File: config.mk
export PLATFORM = sky130hd
export DESIGN_NAME = apb_rw_arbiter
export DESIGN_NICKNAME = d
export VERILOG_FILES = /design/src/rtl/apb_rw_arbiter.sv
export SDC_FILE = /design/constraint.sdc
export NUM_CORES = 1
export LEC_CHECK = 0
export BUFFER_PORTS_ARGS = -buffer_cell sky130_fd_sc_hd__buf_2
export CAP_MARGIN = 30
export CORE_ASPECT_RATIO = 1.4
export CORE_UTILIZATION = 39
export CTS_CLUSTER_SIZE = 40
export DETAILED_ROUTE_END_ITERATION = 8
export PLACE_DENSITY = 0.74
export SKIP_LAST_GASP = 1
export SLEW_MARGIN = 25
export SYNTH_ARGS = -nofsm -noshare
export SYNTH_HDL_FRONTEND = slang
export SYNTH_SLANG_ARGS = --single-unit
File: constraint.sdc
create_clock -name clk -period 2.9 [get_ports clk]
set_input_delay 0.145 -clock clk [delete_from_list [all_inputs] [get_ports clk]]
set_output_delay 0.145 -clock clk [all_outputs]
set_load 0.02 [all_outputs]
File: src/rtl/apb_rw_arbiter.sv
// Round-robin arbiter sharing one APB4 requester port between the bridge's write and read paths.
// Optional ACCESS-phase timeout is built in when APB_ARB_TIMEOUT_EN is defined.
module apb_rw_arbiter #(
    parameter int ADDR_W         = 32,
    parameter int DATA_W         = 32,
    parameter int TIMEOUT_CYCLES = 255
) (
    input  logic                  clk,
    input  logic                  rstn,
    input  logic                  wr_req,
    input  logic [ADDR_W-1:0]     wr_addr,
    input  logic [DATA_W-1:0]     wr_data,
    input  logic [DATA_W/8-1:0]   wr_strb,
    input  logic [2:0]            wr_prot,
    output logic                  wr_done,
    output logic                  wr_err,
    input  logic                  rd_req,
    input  logic [ADDR_W-1:0]     rd_addr,
    input  logic [2:0]            rd_prot,
    output logic                  rd_done,
    output logic [DATA_W-1:0]     rd_data,
    output logic                  rd_err,
    output logic                  psel,
    output logic                  penable,
    output logic                  pwrite,
    output logic [ADDR_W-1:0]     paddr,
    output logic [DATA_W-1:0]     pwdata,
    output logic [DATA_W/8-1:0]   pstrb,
    output logic [2:0]            pprot,
    input  logic                  pready,
    input  logic                  pslverr,
    input  logic [DATA_W-1:0]     prdata,
    output logic                  arb_sel
);

    typedef enum logic [1:0] {IDLE, SETUP, ACCESS, RESP} state_t;

    state_t state;
    logic   last_rd;
    logic   grant_rd;

    // On a tie the path that was not served last wins; a lone request always wins.
    assign grant_rd = rd_req && !(wr_req && last_rd);

`ifdef APB_ARB_TIMEOUT_EN
    localparam int CNT_W = $clog2(TIMEOUT_CYCLES + 1);
    logic [CNT_W-1:0] wait_cnt;
    logic             timed_out;
    assign timed_out = (wait_cnt == CNT_W'(TIMEOUT_CYCLES - 1));
`else
    logic unused_timeout;
    assign unused_timeout = (TIMEOUT_CYCLES != 0);
`endif

    always_ff @(posedge clk or negedge rstn) begin
        if (!rstn) begin
            state   <= IDLE;
            last_rd <= 1'b1;
            psel    <= 1'b0;
            penable <= 1'b0;
            pwrite  <= 1'b0;
            paddr   <= '0;
            pwdata  <= '0;
            pstrb   <= '0;
            pprot   <= '0;
            arb_sel <= 1'b0;
            wr_done <= 1'b0;
            wr_err  <= 1'b0;
            rd_done <= 1'b0;
            rd_data <= '0;
            rd_err  <= 1'b0;
`ifdef APB_ARB_TIMEOUT_EN
            wait_cnt <= '0;
`endif
        end else begin
            wr_done <= 1'b0;
            rd_done <= 1'b0;
            case (state)
                IDLE: begin
                    if (wr_req || rd_req) begin
                        state   <= SETUP;
                        psel    <= 1'b1;
                        arb_sel <= grant_rd;
                        pwrite  <= !grant_rd;
                        last_rd <= grant_rd;
                        paddr   <= grant_rd ? rd_addr : wr_addr;
                        pprot   <= grant_rd ? rd_prot : wr_prot;
                        pwdata  <= grant_rd ? '0 : wr_data;
                        pstrb   <= grant_rd ? '0 : wr_strb;
                    end
                end
                SETUP: begin
                    state   <= ACCESS;
                    penable <= 1'b1;
`ifdef APB_ARB_TIMEOUT_EN
                    wait_cnt <= '0;
`endif
                end
                ACCESS: begin
                    if (pready) begin
                        state   <= RESP;
                        psel    <= 1'b0;
                        penable <= 1'b0;
                        if (arb_sel) begin
                            rd_done <= 1'b1;
                            rd_err  <= pslverr;
                            rd_data <= prdata;
                        end else begin
                            wr_done <= 1'b1;
                            wr_err  <= pslverr;
                        end
                    end
`ifdef APB_ARB_TIMEOUT_EN
                    // A stalled completer is abandoned; the requester sees an error with zero data.
                    else if (timed_out) begin
                        state   <= RESP;
                        psel    <= 1'b0;
                        penable <= 1'b0;
                        if (arb_sel) begin
                            rd_done <= 1'b1;
                            rd_err  <= 1'b1;
                            rd_data <= '0;
                        end else begin
                            wr_done <= 1'b1;
                            wr_err  <= 1'b1;
                        end
                    end else begin
                        wait_cnt <= wait_cnt + CNT_W'(1);
                    end
`endif
                end
                RESP: begin
                    state <= IDLE;
                end
                default: begin
                    state <= IDLE;
                end
            endcase
        end
    end

endmodule

==> impl_summary.txt, run 1 <==
----------------------------------------------------
[Status]
  Run status ... finished clean

[CTS]
  TritonCTS clock tree ... yes
  Cell at the root of the clock tree ... sky130_fd_sc_hd__clkbuf_16
  Number of sinks on the clock net ... 114
  Clock edge transition at the registers on the reported setup and hold paths ... 50 ps
  Total clock buffers created by CTS ... 17
  Buffer levels on the longest clock path ... 2
  Clock insertion delay at the later pin of the skew report ... 400 ps
  Number of H-tree branching levels ... 4
  Count of instances resized after the clock tree is built ... 0

[Drt]
  Starting DRT DRC Count ... 151
  DRC viols ... 0
  Overall routed net length ... 15.02 mm
  Remaining antenna violation count after routing ... 0
  DR vias/cell ... 5.028
  Mean routed wirelength per cell ... 17.56 um
  1st-pass router iterations ... 4
  Total via count in the routed design ... 4299

[Power]
  Sequential group share of total power ... 31.4%
  Combinational power share ... 44.2%
  Clock share of power ... 24.4%
  Switching power ... 3.167 mW
  Static leakage ... 4.054 nW
  Pwr dens ... 1117 mW/mm^2
  Maximum vdd drop ... 0.5053 mV
  Total power after layout ... 8.759 mW
  Internal Dissipation ... 5.592 mW
  Switching fraction of total power ... 36.15%

[Critical path]
  Biggest fanout along the worst timing path ... 36
  Class of the most critical setup path ... register to register
  Critical path data required time ... 3180 ps
  CP Launch Type ... register
  CP max stage cell ... sky130_fd_sc_hd__dlygate4sd3_1
  Critical Path, Cell by Cell ... inv_1 -> ha_1 -> o21ai_4 -> buf_4 -> and2_0 -> a221o_1 -> dlygate4sd3_1
  Total buffers and inverters traversed by the critical path ... 3
  Maximum single-stage delay on the critical path ... 560 ps
  Arr. time, crit path ... 2770 ps
  Critical path capture point type ... register
  CP top delay family ... buffers and inverters

[Floorplanning]
  Core region area ... 0.01098 sq mm
  Die extent in x ... 92.23 um
  Number of primary I/O pins ... 255
  Area enclosed by the die boundary ... 0.01184 sq mm
  Floorplan row count ... 45
  Starting Density ... 40.49%
  Die span in y ... 128.3 um

[Logic synthesis]
  Number of distinct library cell variants in the gate-level netlist after synthesis ... 25
  Yosys reg bits ... 114
  Synthesized net count ... 455
  Synthesized instance count ... 307
  Synth Cell Area ... 0.004446 sq mm
  Post-Syn Area per Cell ... 14.48 sq um
  Part of the Yosys area used for sequential elements ... 64.20%
  Number of warnings issued by yosys ... 0

[Timing]
  Top achievable clock speed ... 400.4 MHz
  Worst hold-check slack ... 8.388 ps
  Setup_tns ... 0 ps
  Final count of hold timing violations ... 0
  Final cycle utilization of the critical path ... 86.12%
  Worst rel slew slack ... 51.02%
  Final setup violation count ... 0
  Slew at the pin closest to its max-slew limit ... 734.6 ps
  Final min period ... 2497 ps
  Worst setup margin ... 402.6 ps
  Clock Skew ... 7.893 ps
  RSZ-0062 raised after global routing ... no
  Final slew viol count ... 0

[Min path]
  Type of the most critical hold path ... primary input to register

[Place]
  Pre-CTS worst setup slack ... 982.4 ps
  Final RePlAce weighted congestion ... 0.7813
  Count of buffers inserted at the top-level ports ... 254
  Detailed placement HPWL ... 8.657 mm
  Area of placed instances ... 0.005876 sq mm

[Final layout]
  Total non-filler cell area in the finished layout ... 0.007843 sq mm
  Number of nets in the finished design ... 849
  Fraction of layout instances using a drive strength above 1 ... 46.22%
  Antenna Diode Count ... 0
  Fill cell instance count of the final layout ... 716
  Layout overhead on the synthesized area ... 76.41%

[Global routing]
  M2 GR Usage ... 46.93%
  Number of antenna violations at the first check in global routing ... 0
  Met3 global-route usage ... 6.346%
  Routing usage on met1 ... 26.65%
  Grt total ovfl ... 0
  Busiest metal layer after global routing ... met2
  Wire length of the first global-routing pass ... 22.88 mm
  Vias in the first global route ... 4606
  Largest net degree at the start of global routing ... 59
  Global Route Usage Sum ... 25.68%

[Run]
  Max Cap Viol ... 0

----------------------------------------------------
routing by layer:
layer  vias to the layer above  share of wire, %
met5                         -                 0
met4                         0               4.3
met3                        56               5.3
met2                       218                55
met1                      2095                35
li1                       1930                 -
registers in the layout (all words and copies together) (netlist names), 2 cells and up:
signal,flops
state,2
pprot,3
rd_data,32
pwdata,32
paddr,32
pstrb,4
power by group through the flow:
stage	Clock, mW	Sequential, mW	Combinational (mW)
after global placement	0	2.71	3.20
final	2.14	2.75	3.87
after global routing	2.26	2.82	4.12
after detailed placement	0	2.73	3.29
after floorplan	0	3.58	1.24
after CTS	2.17	2.72	3.82
what timing repair did:
action	4_1_cts	5_1_grt
hold endpoints to repair	154	1
setup buffers	0	0
hold buffers	134	1
kinds of logic after synthesis:
logic type	after synthesis	share of synthesized area, %
simple gates	44	5.882
compound gates	82	16.69
fa+ha+maj	4	1.126
flops	114	64.20
buf+inv	27	3.012
mux	36	9.091
worst register-to-register path: stages, from the launching register on:
cell and delay, ps:
sky130_fd_sc_hd__dfrtp_1 380, sky130_fd_sc_hd__inv_1 120, sky130_fd_sc_hd__ha_1 280, sky130_fd_sc_hd__o21ai_4 220
sky130_fd_sc_hd__buf_4 300, sky130_fd_sc_hd__and2_0 240, sky130_fd_sc_hd__a221o_1 280, sky130_fd_sc_hd__dlygate4sd3_1 560
cells in the final DEF, fill, tap and decap left out, drive strengths merged:
| cell type | instances |
|---|---|
| nand2 | 3 |
| mux2i | 1 |
| o22ai | 1 |
| o21ai | 2 |
| a21oi | 3 |
| nand3 | 1 |
| nor2 | 4 |
| nor2b | 1 |
| buf | 261 |
| ha | 4 |
| clkbuf | 24 |
| dfstp | 1 |
| inv | 7 |
| a22o | 36 |
| a21boi | 1 |
| clkinv | 2 |
| dfrtp | 113 |
| clkinvlp | 2 |
| bufinv | 3 |
| a221o | 35 |
| dlygate4sd3 | 135 |
| a21o | 4 |
| and2 | 35 |
| mux2 | 35 |
through the flow:
step,std cells,utilization (%)
after floorplan,307,-
after global placement,688,53.52
after detailed placement,688,53.52
after CTS,854,71.34
after global routing,855,71.43
final,855,71.43
synth_stat cells (all sizes together):
cell type | number | area (sq um)
a21boi | 1 | 7.510
nor2 | 4 | 15.01
a221o | 35 | 350.3
o22ai | 1 | 6.260
mux2i | 1 | 10.01
nand2 | 3 | 11.26
inv | 6 | 22.52
nand3 | 1 | 10.01
a22o | 36 | 315.3
o21ai | 2 | 10.00
nor2b | 1 | 6.260
dfstp | 1 | 26.28
clkbuf | 2 | 7.510
mux2 | 35 | 394.1
a21o | 4 | 30.03
and2 | 35 | 219.0
a21oi | 3 | 22.52
ha | 4 | 50.05
buf | 19 | 103.9
dfrtp | 113 | 2828
final cells by class:
cell class / instances / area (sq um) / share of cell area, %
clock buffer: 24 / 491.7 / 6.270
clock inverter: 8 / 123.9 / 1.579
inverter: 6 / 22.52 / 0.2872
multi-input combinational: 166 / 1484 / 18.92
sequential: 114 / 2854 / 36.39
tap: 141 / 176.4 / 2.250
timing repair buffer: 396 / 2690 / 34.30
path summary, 6_finish.rpt:
kind | start | to | slack [ps] | cells past startpoint
max reg2reg | state[0] | pprot[1] | 400 | 7
max in group asynchronous | rstn | rd_data[0] | 1770 | 3
min in group asynchronous | rstn | rd_data[20] | 340 | 2
max | state[0] | pprot[1] | 400 | 7
min reg2reg | pwrite | pwrite | 490 | 1
min | wr_data[9] | pwdata[9] | 8 | 2
Power figures use the tool's default switching activity.
==> run 2, diff against run 1 <==
Settings changed: RECOVER_POWER set to 25.
==> run 2 against run 1 <==
Via count decreased by 0.30%. Sequential share of layout area grew 0.17 points. First-iteration DRC count up 15%. Combinational power down 1%. Total power down 0.44%. Design area down 0.46%. Count of clock-buffer cells in the layout unchanged. Sequential power is essentially flat. Cell count unchanged. Clock power is essentially flat. Die area is the same. Non-clock buffer count did not move. Largest power group unchanged. Highest routed layer unchanged.
==> impl_summary.txt, run 2 (synthesized netlist as in run 1, its figures left out) <==
----------------------------------------------------
[CTS]
  Number of sinks on the clock net ... 114 (unchanged)
  Total clock buffers created by CTS ... 17 (unchanged)
  Cell at the root of the clock tree ... sky130_fd_sc_hd__clkbuf_16
  Buffer levels on the longest clock path ... 2 (unchanged)
  Number of H-tree branching levels ... 4 (unchanged)
  Count of instances resized after the clock tree is built ... 0 (unchanged)
  Clock edge transition at the registers on the reported setup and hold paths ... 50 ps (about the same)
  TritonCTS clock tree ... yes
  Clock insertion delay at the later pin of the skew report ... 400 ps (about the same)

[Drt]
  Total via count in the routed design ... 4286 (-0.30%)
  Overall routed net length ... 15.05 mm (+0.21%)
  Remaining antenna violation count after routing ... 0 (unchanged)
  DR vias/cell ... 5.013 (-0.30%)
  Mean routed wirelength per cell ... 17.60 um (+0.21%)
  Starting DRT DRC Count ... 173 (+15%)
  DRC viols ... 0 (unchanged)
  1st-pass router iterations ... 4 (unchanged)

[Place]
  Final RePlAce weighted congestion ... 0.7813 (unchanged)
  Pre-CTS worst setup slack ... 982.4 ps (unchanged)
  Count of buffers inserted at the top-level ports ... 254 (unchanged)
  Area of placed instances ... 0.005876 sq mm (unchanged)
  Detailed placement HPWL ... 8.657 mm (unchanged)

[Final layout]
  Largest registers ... paddr x32, pwdata x32, rd_data x32
  Fraction of layout instances using a drive strength above 1 ... 42.44% (-3.8 points)
  Share of the core filled with cells ... 71.10% (-0.33 points)
  Fill cell instance count of the final layout ... 734 (+2.5%)
  Most frequent cells in the layout ... 226 x sky130_fd_sc_hd__buf_2, 135 x sky130_fd_sc_hd__dlygate4sd3_1, 113 x sky130_fd_sc_hd__dfrtp_1
  Most frequent standard cell in the layout excluding fill and tap cells ... sky130_fd_sc_hd__buf_2
  Layout overhead on the synthesized area ... 75.60%
  Total non-filler cell area in the finished layout ... 0.007806 sq mm (-0.46%)
  Number of nets in the finished design ... 849 (unchanged)
  Antenna Diode Count ... 0 (unchanged)

[Global routing]
  Global Route Usage Sum ... 25.68% (unchanged)
  Wire length of the first global-routing pass ... 22.88 mm (unchanged)
  Largest net degree at the start of global routing ... 59 (unchanged)
  Grt total ovfl ... 0 (unchanged)
  Vias in the first global route ... 4606 (unchanged)
  Number of antenna violations at the first check in global routing ... 0 (unchanged)

[Timing]
  Worst rel slew slack ... 4.698% (-46 points)
  Worst setup margin ... 407.7 ps (+5.119 ps)
  Top achievable clock speed ... 401.2 MHz (+0.21%)
  Final setup violation count ... 0 (unchanged)
  Clock Skew ... 7.864 ps (-0.02920 ps)
  Slew at the pin closest to its max-slew limit ... 1430 ps (+694.9 ps)
  Final min period ... 2492 ps (-5.119 ps)
  Setup_tns ... 0 ps (unchanged)
  Final count of hold timing violations ... 0 (unchanged)
  Final slew viol count ... 0 (unchanged)
  RSZ-0062 raised after global routing ... no
  Final cycle utilization of the critical path ... 85.94% (-0.18 points)

[Critical path]
  Critical Path, Cell by Cell ... inv_1 -> ha_1 -> o21ai_4 -> buf_4 -> and2_0 -> a221o_1 -> dlygate4sd3_1
  Maximum single-stage delay on the critical path ... 560 ps (about the same)
  End of the worst register-to-register path ... pprot[1]
  CP Launch Type ... register
  Arr. time, crit path ... 2770 ps (about the same)
  Critical R2R Launch ... state[0]
  Critical path data required time ... 3180 ps (about the same)
  CP max stage cell ... sky130_fd_sc_hd__dlygate4sd3_1
  Worst reg-to-reg setup slack ... 410 ps (about the same)
  Logic depth of the worst register-to-register path ... 7 (unchanged)
  Biggest fanout along the worst timing path ... 36 (unchanged)
  Class of the most critical setup path ... register to register
  Critical path capture point type ... register
  Worst setup path end ... pprot[1]
  CP Launch Point ... state[0]

[Floorplanning]
  Floorplan row count ... 45 (unchanged)
  Number of primary I/O pins ... 255 (unchanged)
  Die extent in x ... 92.23 um (unchanged)
  Starting Density ... 40.49% (unchanged)
  Die span in y ... 128.3 um (unchanged)
  Core region area ... 0.01098 sq mm (unchanged)
  Area enclosed by the die boundary ... 0.01184 sq mm (unchanged)

[Power]
  Pwr dens ... 1117 mW/mm^2 (about the same)
  Switching power ... 3.175 mW (+0.27%)
  Static leakage ... 3.962 nW (-2.3%)
  Combinational power share ... 43.9% (-0.3 points)
  Switching fraction of total power ... 36.41% (+0.26 points)
  Sequential group share of total power ... 31.6% (+0.2 points)
  Maximum vdd drop ... 0.5062 mV (+0.18%)
  Clock share of power ... 24.5% (about the same)
  Internal Dissipation ... 5.545 mW (-0.84%)

[Status]
  Run status ... finished clean

[Run]
  Max Cap Viol ... 0 (unchanged)

[Min path]
  Type of the most critical hold path ... primary input to register

----------------------------------------------------
## run 2: cell types whose count changed in the layout (fill, tap and decap cells not counted)
cell | previous run | this run
sky130_fd_sc_hd__clkbuf_1 | 3 | 30
sky130_fd_sc_hd__clkbuf_2 | 0 | 1
sky130_fd_sc_hd__buf_4 | 7 | 6
sky130_fd_sc_hd__buf_2 | 253 | 226
## run 2: critical path, delay by kind of cell, from the launching register on
| family | cells | cell delay [ps] |
|---|---|---|
| simple gates | 1 | 210 |
| flops | 1 | 380 |
| fa+ha+maj | 1 | 280 |
| buf+inv | 3 | 980 |
| compound gates | 2 | 500 |
## run 2: final cells by class
| type | count | area [sq um] | area share [%] |
|---|---|---|---|
| Sequential cell | 114 | 2854 | 36.56 |
| Timing Repair Buffer | 396 | 2654 | 34.00 |
| Multi-Input combinational cell | 166 | 1484 | 19.01 |
| Clock buffer | 24 | 491.7 | 6.299 |
| Tap cell | 141 | 176.4 | 2.260 |
| Clock inverter | 8 | 123.9 | 1.587 |
| Inverter | 6 | 22.52 | 0.2885 |
## run 2: power by group through the flow
stage / Combinational, mW / Clock (mW) / Sequential, mW
floorplan: 1.24 / 0 / 3.58
global placement: 3.20 / 0 / 2.71
detailed placement: 3.29 / 0 / 2.73
CTS: 3.82 / 2.17 / 2.72
global route: 4.07 / 2.26 / 2.83
finish: 3.83 / 2.14 / 2.75
## run 2: per-layer routing
layer,global-route usage [%],vias to the layer above,share of wire [%]
li1,-,1928,-
met1,26.65,2096,36
met2,46.93,208,55
met3,6.346,54,5.0
met4,14.52,0,4.2
met5,0,-,0
## run 2: worst min path at each step
stage,slack [ps],start,cells after the start,end
6_report,7,wr_data[18],2,pwdata[18]
5_1_grt,7,pready,2,penable
4_1_cts,1,wr_data[18],2,pwdata[18]
3_5_place_dp,250,rstn,1,rd_data[8]
3_3_place_gp,230,rstn,1,rd_data[24]
2_1_floorplan,-150,rstn,0,arb_sel
## run 2: per-stage QoR
step | hold WS (ps) | power [mW] | instances
5_1_grt | 6.578 | 9.161 | 855
3_3_place_gp | 234.3 | 5.903 | 688
2_1_floorplan | -150.6 | 4.820 | 307
4_1_cts | 1.285 | 8.721 | 854
6_report | 6.834 | 8.720 | 855
3_5_place_dp | 250.2 | 6.022 | 688
## run 2: repair_timing
action	in CTS	in global routing
hold buffers	134	1
hold endpoints to repair	154	1
endpoints found under the setup margin	0	0
buffers inserted	0	0
